File: src/rtl/cpu_ctrl_pkg.sv
// Shared definitions for the logic-instruction control sequencer:
// state encoding, opcode constants and the packed control word.
package cpu_ctrl_pkg;

  localparam int OPW = 5;

  typedef enum logic [2:0] {
    RST,
    T0,
    T1,
    T2,
    T3,
    T4,
    T5,
    HALT
  } state_e;

  localparam logic [OPW-1:0] OP_AND = 5'b01010;
  localparam logic [OPW-1:0] OP_OR  = 5'b01011;
  localparam logic [OPW-1:0] OP_NOT = 5'b10010;
  localparam logic [OPW-1:0] OP_NOP = 5'b11010;
  localparam logic [OPW-1:0] OP_HLT = 5'b11011;

  // One bit per datapath control line plus the run indicator.
  typedef struct packed {
    logic pc_out;
    logic zlow_out;
    logic mdr_out;
    logic r_out;
    logic mar_in;
    logic pc_in;
    logic mdr_in;
    logic ir_in;
    logic y_in;
    logic z_in;
    logic r_in;
    logic inc_pc;
    logic read;
    logic gra;
    logic grb;
    logic grc;
    logic alu_not;
    logic alu_or;
    logic alu_and;
    logic run;
  } ctrl_t;

  // Opcodes that have an execute phase (T3 onwards).
  function automatic logic is_exec_op(input logic [OPW-1:0] op);
    return (op == OP_AND) || (op == OP_OR) || (op == OP_NOT);
  endfunction

endpackage

File: src/rtl/alu_control_sequencer.sv
// Moore control unit stepping the datapath through fetch (T0-T2) and the
// execute steps of the AND/OR/NOT instructions, with a memory-read stall
// in T1 and a sticky halt request honoured at instruction boundaries.
module alu_control_sequencer
  import cpu_ctrl_pkg::*;
#(
  parameter int WORD = 32,
  parameter int OPW  = 5
) (
  input  logic            clock,
  input  logic            reset,
  input  logic [WORD-1:0] IR,
  input  logic            MemDone,
  input  logic            Stop,
  output logic            PCout,
  output logic            Zlowout,
  output logic            MDRout,
  output logic            Rout,
  output logic            MARin,
  output logic            PCin,
  output logic            MDRin,
  output logic            IRin,
  output logic            Yin,
  output logic            Zin,
  output logic            Rin,
  output logic            IncPC,
  output logic            Read,
  output logic            Gra,
  output logic            Grb,
  output logic            Grc,
  output logic            NOT,
  output logic            OR,
  output logic            AND,
  output logic            Run
);

  state_e         state;
  state_e         state_next;
  state_e         boundary;
  logic [OPW-1:0] opcode;
  logic           stop_pending;
  logic           t1_first;
  ctrl_t          ctrl;

  // Only the opcode field of IR is decoded; the operand fields belong to
  // the register-file decoder.
  logic unused_ir_bits;
  assign unused_ir_bits = ^IR[WORD-OPW-1:0];

  // A halt request seen this cycle or earlier diverts the next T0 to HALT.
  assign boundary = (stop_pending || Stop) ? HALT : T0;

  // State register, stop-pending flag and first-T1-cycle marker.
  // NOTE: sequential state uses non-blocking assignments so every register
  // samples the pre-edge values, independent of statement order.
  always_ff @(posedge clock) begin
    if (reset) begin
      state        <= RST;
      stop_pending <= 1'b0;
      t1_first     <= 1'b0;
    end else begin
      state        <= state_next;
      stop_pending <= stop_pending | Stop;
      t1_first     <= (state == T0);
    end
  end

  // Opcode capture while the fetched word is on IR.
  // NOTE: no reset here; the opcode is only decoded from T2 onwards, which
  // is always preceded by a T1 that loads it.
  always_ff @(posedge clock) begin
    if (state == T1) begin
      opcode <= IR[WORD-1 -: OPW];
    end
  end

  // Next-state logic.
  // NOTE: the default assignment ahead of the case keeps this purely
  // combinational; a missing branch would otherwise infer a latch.
  always_comb begin
    state_next = state;
    unique case (state)
      RST:  state_next = boundary;
      T0:   state_next = T1;
      T1:   state_next = MemDone ? T2 : T1;
      T2: begin
        if (is_exec_op(opcode))    state_next = T3;
        else if (opcode == OP_NOP) state_next = boundary;
        else                       state_next = HALT;
      end
      T3:   state_next = T4;
      T4:   state_next = (opcode == OP_NOT) ? boundary : T5;
      T5:   state_next = boundary;
      HALT: state_next = HALT;
      default: state_next = RST;
    endcase
  end

  // Control word decode from state and latched opcode only.
  always_comb begin
    ctrl     = '0;
    ctrl.run = 1'b1;
    unique case (state)
      RST: ;
      T0: begin
        ctrl.pc_out = 1'b1;
        ctrl.mar_in = 1'b1;
        ctrl.inc_pc = 1'b1;
        ctrl.z_in   = 1'b1;
      end
      T1: begin
        ctrl.zlow_out = t1_first;
        ctrl.pc_in    = t1_first;
        ctrl.read     = 1'b1;
        ctrl.mdr_in   = 1'b1;
      end
      T2: begin
        ctrl.mdr_out = 1'b1;
        ctrl.ir_in   = 1'b1;
      end
      T3: begin
        ctrl.grb   = 1'b1;
        ctrl.r_out = 1'b1;
        if (opcode == OP_NOT) begin
          ctrl.alu_not = 1'b1;
          ctrl.z_in    = 1'b1;
        end else begin
          ctrl.y_in = 1'b1;
        end
      end
      T4: begin
        if (opcode == OP_NOT) begin
          ctrl.zlow_out = 1'b1;
          ctrl.gra      = 1'b1;
          ctrl.r_in     = 1'b1;
        end else begin
          ctrl.grc     = 1'b1;
          ctrl.r_out   = 1'b1;
          ctrl.z_in    = 1'b1;
          ctrl.alu_and = (opcode == OP_AND);
          ctrl.alu_or  = (opcode == OP_OR);
        end
      end
      T5: begin
        ctrl.zlow_out = 1'b1;
        ctrl.gra      = 1'b1;
        ctrl.r_in     = 1'b1;
      end
      HALT: ctrl.run = 1'b0;
      default: ctrl = '0;
    endcase
  end

  assign PCout   = ctrl.pc_out;
  assign Zlowout = ctrl.zlow_out;
  assign MDRout  = ctrl.mdr_out;
  assign Rout    = ctrl.r_out;
  assign MARin   = ctrl.mar_in;
  assign PCin    = ctrl.pc_in;
  assign MDRin   = ctrl.mdr_in;
  assign IRin    = ctrl.ir_in;
  assign Yin     = ctrl.y_in;
  assign Zin     = ctrl.z_in;
  assign Rin     = ctrl.r_in;
  assign IncPC   = ctrl.inc_pc;
  assign Read    = ctrl.read;
  assign Gra     = ctrl.gra;
  assign Grb     = ctrl.grb;
  assign Grc     = ctrl.grc;
  assign NOT     = ctrl.alu_not;
  assign OR      = ctrl.alu_or;
  assign AND     = ctrl.alu_and;
  assign Run     = ctrl.run;

endmodule

File: config.mk
export PLATFORM = sky130hd
export DESIGN_NAME = alu_control_sequencer
export DESIGN_NICKNAME = d
export VERILOG_FILES = /design/src/rtl/cpu_ctrl_pkg.sv /design/src/rtl/alu_control_sequencer.sv
export SDC_FILE = /design/constraint.sdc
export NUM_CORES = 1
export LEC_CHECK = 0
export BUFFER_PORTS_ARGS = -buffer_cell sky130_fd_sc_hd__buf_2
export CAP_MARGIN = 20
export CORE_UTILIZATION = 39
export CTS_CLUSTER_SIZE = 20
export DETAILED_ROUTE_END_ITERATION = 6
export PLACE_DENSITY = 0.93
export SLEW_MARGIN = 40
export SYNTH_ARGS = -nofsm -noshare
export SYNTH_HDL_FRONTEND = slang
export SYNTH_SLANG_ARGS = --single-unit
File: constraint.sdc
create_clock -name clock -period 3.9 [get_ports clock]
set_input_delay 0 -clock clock [delete_from_list [all_inputs] [get_ports clock]]
set_output_delay 0 -clock clock [all_outputs]
set_load 0.005 [all_outputs]
==> results.md <==
- Average size of a mapped cell: 9.27 sq um
- Crit. End Element: primary output
- Core area: 1510 sq um
- Sum Neg Setup Slack: 0 ns
- Hold depth: 3
- Clock slew at reported path FFs: 0.06 ns
- Max-Cap Viols: 0
- Hold Violations, Final: 0
- Worst hold path class: input port to flop
- Delay of the slowest critical-path stage: 0.56 ns
- Final Setup Violations: 0
- Cell count after synthesis: 68
- Hold Crit Start: Stop
- Worst skew pair latency: 0.27 ns
- Synth area leaders: edfxtp_1 (24%), dfxtp_1 (16%), buf_4 (8.3%)
- Combinational share of power: 0.417
- Final critical-path share of the clock period: 0.452
- Cells on worst reg2reg path: 4
- Area of the die: 1780 sq um
- Critical Path, Cell by Cell: nor3b_2, and2_1, or2_1, buf_2
- LEAKAGE: 0.382 nW
- Hold endpoint: stop_pending$_SDFF_PP0_
- Port buffer count: 28
- Die width: 42.2 um
- Max H-tree Level: 1
- Sequential share of the synthesized area: 0.397
- Pint: 0.304 mW
- Worst IR Drop VDD: 283 uV
- Status: completed
- Worst-Margin Slew: 0.517 ns
- Global-route wire length before repair: 2.82 mm
- Post-DP HPWL: 1.08 mm
- Fraction of layout cells with a size suffix above 1: 0.367
- Number of global-route vias before repair: 592
- Finished Cell Area: 825 sq um
- R2r endpoint: state[2]$_SDFF_PP0_
- Worst EP required: 3.90 ns
- DR vias/cell: 5.74
- Register-to-register setup slack: 2.35 ns
- Cts bufs inserted: 3
- CTS hold repair buffers: 6
- Pre-CTS setup slack: 2.11 ns
- Setup crit start kind: flop
- Final worst slack: 2.14 ns
- Synth Register Bits: 10
- Fill count: 142
- Clock share of power: 0.147
- Detailed Route Iter0 Violations: 38
- First-pass DRT Iterations: 4
- Post-Syn Area: 631 sq um
- Top_reg_cell synth: edfxtp_1
- Starting Density: 0.419
- Sequential fraction of design power: 0.436
- Via count: 654
- Drc violations: 0
- Initial antenna violation count: 0
- GRT overflow: 0
- Async SR Flop Fraction: 0
- CTS sink cnt: 10
- Slowest CP cell: dfxtp_1
- Ys Warns: 0
- Worst R2R Start: state[1]$_SDFF_PP0_
- Sw Share: 0.406
- DRT Wirelength: 1.64 mm
- Syn Nets: 104
- DIE HEIGHT: 42.2 um
- Largest net degree at the start of global routing: 15
- Multi-input logic area: 320 sq um
- Fin. max-slew vios: 0
- RSZ-0062 raised after global routing: false
- Relative slew slack: 0.654
- Cell Pwr Density: 621 nW/um^2
- Area Growth Syn to Fin: 30.8%
- Placed Area: 733 sq um
- Num ports: 56
- Final critical-path required period: 1.76 ns
- CTS tree: yes
- Reg area: 250 sq um
- Clock tree buffer depth: 2
- CTS Root Buffer Type: clkbuf_4
- Post-synth top cells: buf_4 (7), nor2_1 (7), a21oi_1 (5), dfxtp_1 (5), edfxtp_1 (5)
- Library cell with the largest summed area after synthesis: edfxtp_1
- Ant diodes: 0
- Antenna-violating nets left: 0
- Row Count: 14
- Post-cts resize count: 0
- Critical path peak fanout: 14
- Layout Nets: 135
- Gpl congestion: 0.823
- Post-synth cell types: 31
- Clk_skew: 0.00882 ns
- Total GRT Usage: 0.208
- Routed len/inst: 14.3 um
- Fmax: 567 MHz
- Critical path type: flop to primary output
- Yosys top cell area share: 0.238
- Setup bufs post-CTS: 0
- Number of flops mapped to enable cells by yosys: 5
- Arrival time at the worst endpoint: 1.76 ns
- Sw power: 0.208 mW
[worst max-delay path: cells and delay by family (launching register included)]
| kind | cells | cell delay (ns) |
|---|---|---|
| flops | 1 | 0.56 |
| buf+inv | 1 | 0.10 |
| simple gates | 3 | 0.83 |
[per-layer routing]
layer	share of wire	track usage
met3	0.093	0.0259
met5	0	0
met4	0.046	0.131
met2	0.49	0.348
met1	0.37	0.250
[logic make-up after synthesis]
logic type             synth area share
AOI/OAI and AO/OA                 0.125
buffers and inverters             0.103
DFF                               0.397
and+or+nand+nor                   0.375
[state kept, by name, summed over array words and instances, names as in the netlist]
name and flops:
stop_pending 1, opcode 5, t1_first 1, state 3
[final cells by class]
type,instances,share of cell area
multi-input combinational,48,0.388
clock buffer,4,0.0319
inverter,2,0.00910
timing repair buffer,34,0.243
sequential,10,0.303
tap,16,0.0243
[layout by cell type (no fill, tap or decap), drive strengths merged, types with 2 or more instances in the layout]
| master | n |
|---|---|
| nand2b | 2 |
| nor3 | 5 |
| nor2 | 8 |
| or2 | 3 |
| edfxtp | 5 |
| a21oi | 5 |
| o21a | 2 |
| clkbuf | 4 |
| inv | 2 |
| dfxtp | 5 |
| o22ai | 2 |
| buf | 28 |
| dlygate4sd3 | 6 |
| nor4 | 2 |
| nand2 | 4 |
| or4 | 2 |
[power by group through the flow]
| stage | Combinational, mW | Clock [mW] | Sequential, mW |
|---|---|---|---|
| floorplan | 0.198 | 0 | 0.176 |
| global placement | 0.198 | 0 | 0.214 |
| detailed placement | 0.205 | 0 | 0.220 |
| CTS | 0.211 | 0.0760 | 0.218 |
| global route | 0.234 | 0.0827 | 0.229 |
| finish | 0.214 | 0.0751 | 0.223 |
[how the worst max path moves through the flow]
stage                              from                   to  slack (ns)  cells after the start
floorplan           state[1]$_SDFF_PP0_  opcode[0]$_DFFE_PN_        2.37                      2
global placement    state[1]$_SDFF_PP0_              Zlowout        2.21                      4
detailed placement  state[1]$_SDFF_PP0_              Zlowout        2.11                      4
CTS                 state[1]$_SDFF_PP0_              Zlowout        1.83                      4
global route        state[1]$_SDFF_PP0_              Zlowout        2.00                      4
finish              state[1]$_SDFF_PP0_              Zlowout        2.14                      4
[metrics by stage]
stage          utilization  power [mW]  instances  hold slack [ns]
2_1_floorplan            -       0.375         68           0.0724
3_3_place_gp         0.487       0.412        104            0.178
3_5_place_dp         0.487       0.426        104            0.179
4_1_cts              0.544       0.505        114           0.0820
5_1_grt              0.547       0.546        114            0.107
6_report             0.547       0.512        114           0.0990
No activity file was read; power rests on OpenSTA's default activity.
